<file path="config.mk">
export PLATFORM = sky130hd
export DESIGN_NAME = bcd_to_bin
export DESIGN_NICKNAME = d
export VERILOG_FILES = /design/src/rtl/bcd_to_bin.sv
export SDC_FILE = /design/constraint.sdc
export NUM_CORES = 1
export LEC_CHECK = 0
export CORE_MARGIN = 1.5
export CORE_UTILIZATION = 51
export DETAILED_ROUTE_END_ITERATION = 10
export PLACE_DENSITY = 0.77
export SLEW_MARGIN = 25
export SYNTH_ARGS = -nofsm -noshare
export SYNTH_HDL_FRONTEND = slang
export SYNTH_SLANG_ARGS = --single-unit
export TNS_END_PERCENT = 100
</file>
<file path="constraint.sdc">
create_clock -name clk -period 1.7 [get_ports clk]
set_input_delay 0.34 -clock clk [delete_from_list [all_inputs] [get_ports clk]]
set_output_delay 0.34 -clock clk [all_outputs]
set_load 0.005 [all_outputs]
</file>
<file path="src/rtl/bcd_to_bin.sv">
// Sequential 3-digit BCD to 10-bit binary converter (reverse double-dabble, one step per clock).
// Optional macro BCD2BIN_DIGIT_CHECK_EN: flags digits >9 on err and skips the shift phase.
module bcd_to_bin (
  input  logic       clk,
  input  logic       rst_n,
  input  logic       start,
  input  logic [3:0] hund,
  input  logic [3:0] tens,
  input  logic [3:0] ones,
  output logic [9:0] bin,
  output logic       busy,
  output logic       done,
  output logic       err
);

  localparam int         WORK_W    = 22;
  localparam int         BIN_W     = 10;
  localparam logic [3:0] LAST_STEP = 4'd9;

  typedef enum logic [1:0] {
    IDLE  = 2'd0,
    SHIFT = 2'd1,
    DONE  = 2'd2
  } state_t;

  state_t              state;
  logic [3:0]          step;
  logic [WORK_W-1:0]   work;
  logic [WORK_W-1:0]   work_next;
  logic                accept;
  logic                skip_shift;

  // A BCD field that reads >=8 after the right shift held a 1 carried in from the
  // digit above (worth 5 here, but 8 in binary), so pull it back by 3.
  function automatic logic [3:0] fix_field(input logic [3:0] f);
    return (f >= 4'd8) ? (f - 4'd3) : f;
  endfunction

  function automatic logic [WORK_W-1:0] dabble_step(input logic [WORK_W-1:0] w);
    logic [WORK_W-1:0] s;
    s        = w >> 1;
    s[21:18] = fix_field(s[21:18]);
    s[17:14] = fix_field(s[17:14]);
    s[13:10] = fix_field(s[13:10]);
    return s;
  endfunction

  // DONE also accepts, which lets a held start land on the edge that clears done.
  assign accept    = start && ((state == IDLE) || (state == DONE));
  assign work_next = dabble_step(work);

`ifdef BCD2BIN_DIGIT_CHECK_EN
  logic bad_digits;
  logic skip_reg;
  logic err_reg;

  assign bad_digits = (hund > 4'd9) || (tens > 4'd9) || (ones > 4'd9);

  always_ff @(posedge clk or negedge rst_n) begin
    if (!rst_n) begin
      skip_reg <= 1'b0;
      err_reg  <= 1'b0;
    end else if (accept) begin
      skip_reg <= bad_digits;
      err_reg  <= bad_digits;
    end
  end

  assign skip_shift = skip_reg;
  assign err        = err_reg;
`else
  assign skip_shift = 1'b0;
  assign err        = 1'b0;
`endif

  // Work register is pure data: loaded at accept, shifted while in SHIFT.
  always_ff @(posedge clk) begin
    if (accept) begin
      work <= {hund, tens, ones, {BIN_W{1'b0}}};
    end else if (state == SHIFT) begin
      work <= work_next;
    end
  end

  always_ff @(posedge clk or negedge rst_n) begin
    if (!rst_n) begin
      state <= IDLE;
      step  <= 4'd0;
      busy  <= 1'b0;
      done  <= 1'b0;
      bin   <= '0;
    end else begin
      done <= 1'b0;
      case (state)
        IDLE, DONE: begin
          if (start) begin
            state <= SHIFT;
            step  <= 4'd0;
            busy  <= 1'b1;
          end else begin
            state <= IDLE;
            busy  <= 1'b0;
          end
        end
        SHIFT: begin
          step <= step + 4'd1;
          if (skip_shift) begin
            state <= DONE;
            done  <= 1'b1;
          end else if (step == LAST_STEP) begin
            // Final shift and result capture share this edge.
            state <= DONE;
            done  <= 1'b1;
            bin   <= work_next[BIN_W-1:0];
          end
        end
        default: begin
          state <= IDLE;
          busy  <= 1'b0;
        end
      endcase
    end
  end

  a_done_busy : assert property (@(posedge clk) disable iff (!rst_n) done |-> busy);
  a_step_range : assert property (@(posedge clk) disable iff (!rst_n)
                                   (state == SHIFT) |-> (step <= LAST_STEP));

endmodule

</file>
## After elaboration in Yosys (flattened, before gate mapping)

Index checks and enable logic that the tools add are counted.

- Flip-flop bits (word level): 40
- Input port bits: 15
- Output and inout port bits: 13
- Logic and storage cells: 41

- $add $sub $neg: 4
- $lt $le $gt $ge: 3
- Equality and inequality tests: 5
- Multiplexer cells: 14
- Reduce and logical (&&, ||, !) cells: 8

Operator list:

| kind | count |
|---|---|
| $mux W22 | 2 |
| $mux W4 | 4 |
| $ge A4 B4 Y1 const B | 2 |
| $pmux W4 S2 | 1 |
| $sub A4 B2 Y4 const B | 2 |
| $add A4 B1 Y4 const B | 1 |
| $eq A4 B4 Y1 const B | 1 |
| $ge A3 B4 Y1 const B | 1 |
| $mux W1 | 4 |
| $pmux W2 S2 | 1 |
| $reduce_and A2 Y1 | 2 |
| $reduce_bool A2 Y1 | 2 |
| $sub A3 B2 Y4 const B | 1 |
| $eq A2 B1 Y1 const B | 1 |
| $eq A2 B2 Y1 const B | 1 |
| $logic_not A2 Y1 | 1 |
| $mux W2 | 1 |
| $ne A2 B1 Y1 const B | 1 |
| $ne A2 B2 Y1 const B | 1 |
| $pmux W1 S2 | 1 |
| $reduce_or A2 Y1 | 1 |
| $logic_and A1 B1 Y1 | 1 |
| $logic_or A1 B1 Y1 | 1 |

## Logic depth before layout (Yosys ltp)

Gate-level depths: netlist of the first run.

- Depth after elaboration: 4
- Mapped depth: 6
- Depth with buffers taken out: 5

## Worst setup path before layout of the first run

No wires, ideal clock.

- Kind: register to register
- Start: reg state[0]
- End: reg work[10] (enable)
- Setup time: 0.344 ns
- Arrival time: 1.096 ns
- Data required time: 1.356 ns
- Slack: 0.260 ns
- Cell stages (with the launch flop): 6
- Buffers on the path: 2
- Period minus slack after synthesis: 1.440 ns
- Cells stage by stage: dfrtp_1 nor2b_1 buf_4 nor2_1 buf_4 inv_1

- Longest elaborated chain between the ends: 4
- Elaborated cells on any way between the ends: 6
- Those cells by class: eq/ne (2); reduce/logical (4)

Ends and longest elaborated chain:

| what | line | text |
|---|---|---|
| from (decl) | 26 | `state_t state;` |
| from (signal assigned) | 87 | `state <= IDLE;` |
| from (signal assigned) | 97 | `state <= SHIFT;` |
| from (signal assigned) | 101 | `state <= IDLE;` |
| $eq A2 B2 Y1 / $logic_not A2 Y1 (equally long branches) | 49 | `assign accept = start && ((state == IDLE) \|\| (state == DONE));` |
| $logic_or A1 B1 Y1 | 49 |  |
| $logic_and A1 B1 Y1 | 49 |  |
| $reduce_bool A2 Y1 (no line) * | -- |  |
| to (signal assigned) | 79 | `work <= {hund, tens, ones, {BIN_W{1'b0}}};` |
| to (signal assigned) | 81 | `work <= work_next;` |
| to (decl) | 28 | `logic [WORK_W-1:0] work;` |

Every way passes the cells marked *; elsewhere a longest branch is shown, timed or not.
A chain may end at the register's enable or synchronous reset.

## Worst setup path after layout of the first run

- Start: reg bin[7]
- End: out bin[7]

RTL lines:

| what | line | text |
|---|---|---|
| from (decl) | 10 | `output logic [9:0] bin,` |
| from (signal assigned) | 114 | `bin <= work_next[BIN_W-1:0];` |

No word-level cell between the ends.

==> results of run 1 <==
[registers in the layout, indices dropped and copies added (netlist names)]
signal,cells
bin,10
busy,1
done,1
state,2
step,4
work,21
[worst reg2reg max path, delay by kind of cell, from the launching register on]
kind / cells / cell delay, ns
DFF: 1 / 0.44
adders and majority gates: 1 / 0.13
buffers and inverters: 2 / 0.29
muxes: 1 / 0.36
and+or+nand+nor: 2 / 0.22
[cell type report]
type | count | area, sq um | share of cell area
Multi-Input combinational cell | 79 | 579 | 0.281
Tap cell | 44 | 55.1 | 0.0267
Inverter | 6 | 22.5 | 0.0109
Clock buffer | 5 | 37.5 | 0.0182
Timing Repair Buffer | 34 | 333 | 0.161
Sequential cell | 39 | 991 | 0.481
Clock inverter | 3 | 43.8 | 0.0212
[cell families after synthesis]
kind of cell,synth area share
buf+inv,0.0442
fa+ha+maj,0.0457
mux,0.0868
simple gates,0.0876
compound gates,0.109
other cells,0.00228
flops,0.603
xor+xnor,0.0213
[metal layers]
layer,up-vias,share of wire,track usage
li1,527,-,-
met1,529,0.44,0.238
met2,23,0.51,0.328
met3,2,0.048,0.0736
met4,0,0.0034,0.0762
met5,-,0,0
[cell usage in the layout (no fill, tap or decap)]
master	count
a21oi_1	2
a22o_1	12
and2_1	1
and2b_1	1
buf_12	1
buf_4	7
bufinv_16	1
clkbuf_4	5
clkdlybuf4s50_1	26
clkinv_2	1
clkinv_4	1
conb_1	1
dfrtp_1	18
dfxtp_1	9
edfxtp_1	12
ha_1	6
inv_1	6
mux2_1	1
mux2_2	9
mux2i_1	3
nand2_1	15
nand2b_1	2
nand3_1	2
nand3b_1	1
nand4_1	1
nor2_1	1
nor2b_1	3
nor3_1	1
nor3_2	1
o21ai_0	11
o2bb2ai_1	1
xnor2_1	4
[power groups by stage]
stage                     clock, mW  combinational [mW]  sequential (mW)
after detailed placement          0                1.42             1.82
final                         0.631                1.40             1.80
after global placement            0                1.35             1.80
after floorplan                   0               0.847             1.76
after CTS                     0.644                1.43             1.81
after global routing          0.687                1.56             1.86
[path summary, 6_finish.rpt]
path,from,end,cells past startpoint
worst max-delay path,bin[7]$_DFFE_PN0P_,bin[7],1
worst min-delay path,rst_n,bin[3]$_DFFE_PN0P_,2
worst max register to register,step[1]$_DFFE_PN0P_,bin[1]$_DFFE_PN0P_,6
worst min register to register,work[1]$_SDFFE_PP0P_,work[1]$_SDFFE_PP0P_,1
max in group asynchronous,rst_n,state[1]$_DFFE_PN0P_,2
min in group clk,work[1]$_SDFFE_PP0P_,work[1]$_SDFFE_PP0P_,1
[per-stage QoR]
step	setup slack [ns]	hold slack [ns]	cell area [sq um]	total power, mW	instances
after floorplan	0.260	0.0444	1640	2.60	131
after global placement	0.159	0.458	1980	3.15	202
after detailed placement	0.113	0.456	1980	3.24	202
after CTS	0.0947	0.279	2060	3.89	210
after global routing	0.0504	0.301	2060	4.12	210
final	0.133	0.295	2060	3.83	210
==> impl_metrics.ini, run 1 <==
[synthesis]
syn-num-nets = 152
synth_most_common_cell = dfrtp_1
synth-seq-area-share = 0.603
ys_top_cells_by_count = dfrtp_1, nand2_1, a22o_1, edfxtp_1, o21ai_0
synthTopCellsByArea = dfrtp_1, edfxtp_1, dfxtp_1
synthFlopType = dfrtp_1
syn_inst = 131
synth_edf_count = 12
post_synth.cell_area_avg_sq_um = 12.5
synth.top_cell.area_share = 0.274
synth.largest_area_cell = dfrtp_1
synth.distinct_cells = 29
async_reset_ff_frac = 0.462
ys_warn_count = 0
ys_ff_latch = 39
syn_area_sq_um = 1640

[timing]
max_freq_mhz = 638
fin_tns_setup_ns = 0
finalHoldViolCount = 0
timing.final.crit_share = 0.922
rsz0062_at_grt = no
period_needed_ns = 1.57
slew_violations = 0
clock_skew_ns = 0.00777
finalSetupViolations = 0

[cts]
clock-sinks = 39
root_buffer = clkbuf_4
cts_hold_buf = 0
numCtsBuffers = 5
cts_max_level = 2
cts_buffer_depth = 2
insertion_delay_ns = 0.35
post_cts_buffers = 0
cts_tree = built
cts.clk_slew.worst_paths_ns = 0.12
cts.repair.resized = 0

[critical_path]
cp.required_ns = 1.36
endpoint_kind = primary output
cp_slowest_cell = clkdlybuf4s50_1
path_class = flop to primary output
crit_family = buffers and inverters
rrSetupSlack_ns = 0.17
cp_data_arrival_time_ns = 1.23
crit_path_cell_trace = clkdlybuf4s50_1
start_kind = flop
slowest_delay_ns = 0.51
path_max_fanout = 2
crit_buf_inv = 1

[die]
die_h_microns = 59.8
die_w_microns = 59.8
core.rowCount = 20
ios = 28
start_util = 0.538
core_region_area_sq_um = 3050
die_area_sq_um = 3570

[place]
dp_hpwl_mm = 2.09
gp_congestion = 0.761
numPortBuffers = 26

[pwr]
combPwrFrac = 0.366
p_int_mw = 2.61
ir_drop_mv = 0.885
power.share.sequential = 0.470
p_per_area_nw_per_um2 = 1860
clockPowerShare = 0.165
p_leak_nw = 0.881
p_sw_mw = 1.22
switching_share = 0.319

[global_route]
grt_start_max_net_pins = 19
grt_pass1_wl_mm = 5.15
grt.overflow.total = 0
track_usage = 0.200
antenna_found_initial = 0
grt_pass1_vias = 1151

[cells_and_area]
syn_to_final_growth_pct = 25.5
nets = 186
antenna_cells = 0
postLayoutCoreUtil = 0.675
fillers = 251
drive_gt1_frac = 0.157

[routing]
wire_per_inst_microns = 14.0
dr.pass1.iters = 4
num_vias = 1081
ant_nets = 0
via_per_inst = 5.15
routed_wl_mm = 2.94
drcViolationCount = 0
drt_iter0_drc = 22

[flow_run]
maxCapViolCount = 0

[status]
status = finished clean

[worst_hold_path]
hp-class = primary input to asynchronous set/reset pin
Power figures use the tool's default switching activity.
==> run 2, diff against run 1 <==
--- a/config.mk
+++ b/config.mk
@@ -5,7 +5,7 @@
 export SDC_FILE = /design/constraint.sdc
 export NUM_CORES = 1
 export LEC_CHECK = 0
-export CORE_MARGIN = 1.5
+export CORE_MARGIN = 2
 export CORE_UTILIZATION = 51
 export DETAILED_ROUTE_END_ITERATION = 10
 export PLACE_DENSITY = 0.77
==> impl_metrics.ini, run 2 (synthesized netlist as in run 1, its figures left out) <==
[die]
ios = 28
start_util = 0.538
die_area_sq_um = 3690
core.rowCount = 20
core_region_area_sq_um = 3050
die_w_microns = 60.8
die_h_microns = 60.8

[pwr]
p_sw_mw = 1.17
p_per_area_nw_per_um2 = 1790
switching_share = 0.323
p_int_mw = 2.46
clockPowerShare = 0.123
combPwrFrac = 0.381
power.share.sequential = 0.496
p_leak_nw = 0.865
ir_drop_mv = 0.940

[cells_and_area]
final_cell_mix = clkdlybuf4s50_1, dfrtp_1, nand2_1
fin_area_sq_um = 2030
drive_gt1_frac = 0.145
syn_to_final_growth_pct = 23.6
largest_register = work
antenna_cells = 0
top_regs = work: 21 flops, bin: 10 flops, step: 4 flops
nets = 186
largest_reg_flops = 21
layout_commonest_cell = clkdlybuf4s50_1
fillers = 257
postLayoutCoreUtil = 0.665

[cts]
cts_hold_buf = 0
post_cts_buffers = 0
cts_max_level = 2
numCtsBuffers = 5
insertion_delay_ns = 0.34
cts.clk_slew.worst_paths_ns = 0.11
cts_buffer_depth = 2
cts_tree = built
root_buffer = clkbuf_4
cts.repair.resized = 0
clock-sinks = 39

[critical_path]
start_kind = flop
path_max_fanout = 2
crit_family = buffers and inverters
crit_path_cell_trace = clkdlybuf4s50_1
rr_worst_depth = 6
cp_data_arrival_time_ns = 1.21
cp.required_ns = 1.36
cp_slowest_cell = clkdlybuf4s50_1
path_class = flop to primary output
slowest_delay_ns = 0.50
crit_buf_inv = 1
endpoint_kind = primary output
critical_path_depth = 1

[routing]
num_vias = 1074
drcViolationCount = 0
ant_nets = 0
dr.pass1.iters = 4
wire_per_inst_microns = 13.7
via_per_inst = 5.11
routed_wl_mm = 2.88
drt_iter0_drc = 48

[global_route]
grt_start_max_net_pins = 19
grt_pass1_wl_mm = 4.77
track_usage = 0.184
grt_pass1_vias = 1048
antenna_found_initial = 0
grt.overflow.total = 0

[status]
status = finished clean

[timing]
fin_tns_setup_ns = 0
rsz0062_at_grt = no
max_freq_mhz = 645
final.setup.worst_slack_ns = 0.151
clock_skew_ns = 0.0133
finalSetupViolations = 0
finalHoldViolCount = 0
slew_violations = 0
period_needed_ns = 1.55
timing.final.crit_share = 0.911
hold_ws_ns = 0.312

[flow_run]
maxCapViolCount = 0

[place]
dpl_cell_area_sq_um = 1980
gp_congestion = 0.771
dp_hpwl_mm = 2.04
dp_slack_ns = 0.147
numPortBuffers = 26

[worst_hold_path]
hp-class = primary input to asynchronous set/reset pin
[run 2: changes by cell type in the layout (fill, tap and decap cells not counted), sizes merged]
cell | previous run | this run
bufinv | 1 | 0
clkinv | 2 | 1
clkbuf | 5 | 7
[run 2: power by group through the flow]
stage / clock network, mW / logic [mW] / registers [mW]
2_1_floorplan: 0 / 0.847 / 1.76
6_report: 0.447 / 1.38 / 1.80
4_1_cts: 0.463 / 1.41 / 1.81
3_3_place_gp: 0 / 1.36 / 1.80
5_1_grt: 0.498 / 1.57 / 1.86
3_5_place_dp: 0 / 1.40 / 1.82
[run 2: worst paths after layout]
check,start,end,slack (ns)
setup / recovery,bin[0]$_DFFE_PN0P_,bin[0],0.15
hold / removal,rst_n,bin[6]$_DFFE_PN0P_,0.31
setup reg to reg,step[1]$_DFFE_PN0P_,bin[4]$_DFFE_PN0P_,0.18
hold reg to reg,step[3]$_DFFE_PN0P_,step[3]$_DFFE_PN0P_,0.48
max in group asynchronous,rst_n,busy$_DFFE_PN0N_,1.18
min in group clk,step[3]$_DFFE_PN0P_,step[3]$_DFFE_PN0P_,0.48
[run 2: cell type report]
type,count,area (sq um),share of cell area
sequential,39,991,0.488
multi-input combinational,79,579,0.285
timing repair buffer,34,333,0.164
tap,44,55.1,0.0271
clock buffer,7,45.0,0.0222
inverter,6,22.5,0.0111
clock inverter,1,5.00,0.00246
[run 2: metrics by stage]
stage | cells | power (mW)
global route | 210 | 3.93
CTS | 210 | 3.68
global placement | 202 | 3.16
finish | 210 | 3.63
detailed placement | 202 | 3.23
floorplan | 131 | 2.60
[run 2: layer usage]
metal,track usage,wire (microns),up-vias
met4,0.0745,46,0
li1,-,-,521
met5,0,0,-
met3,0.0640,129,6
met2,0.287,1350,23
met1,0.235,1360,524
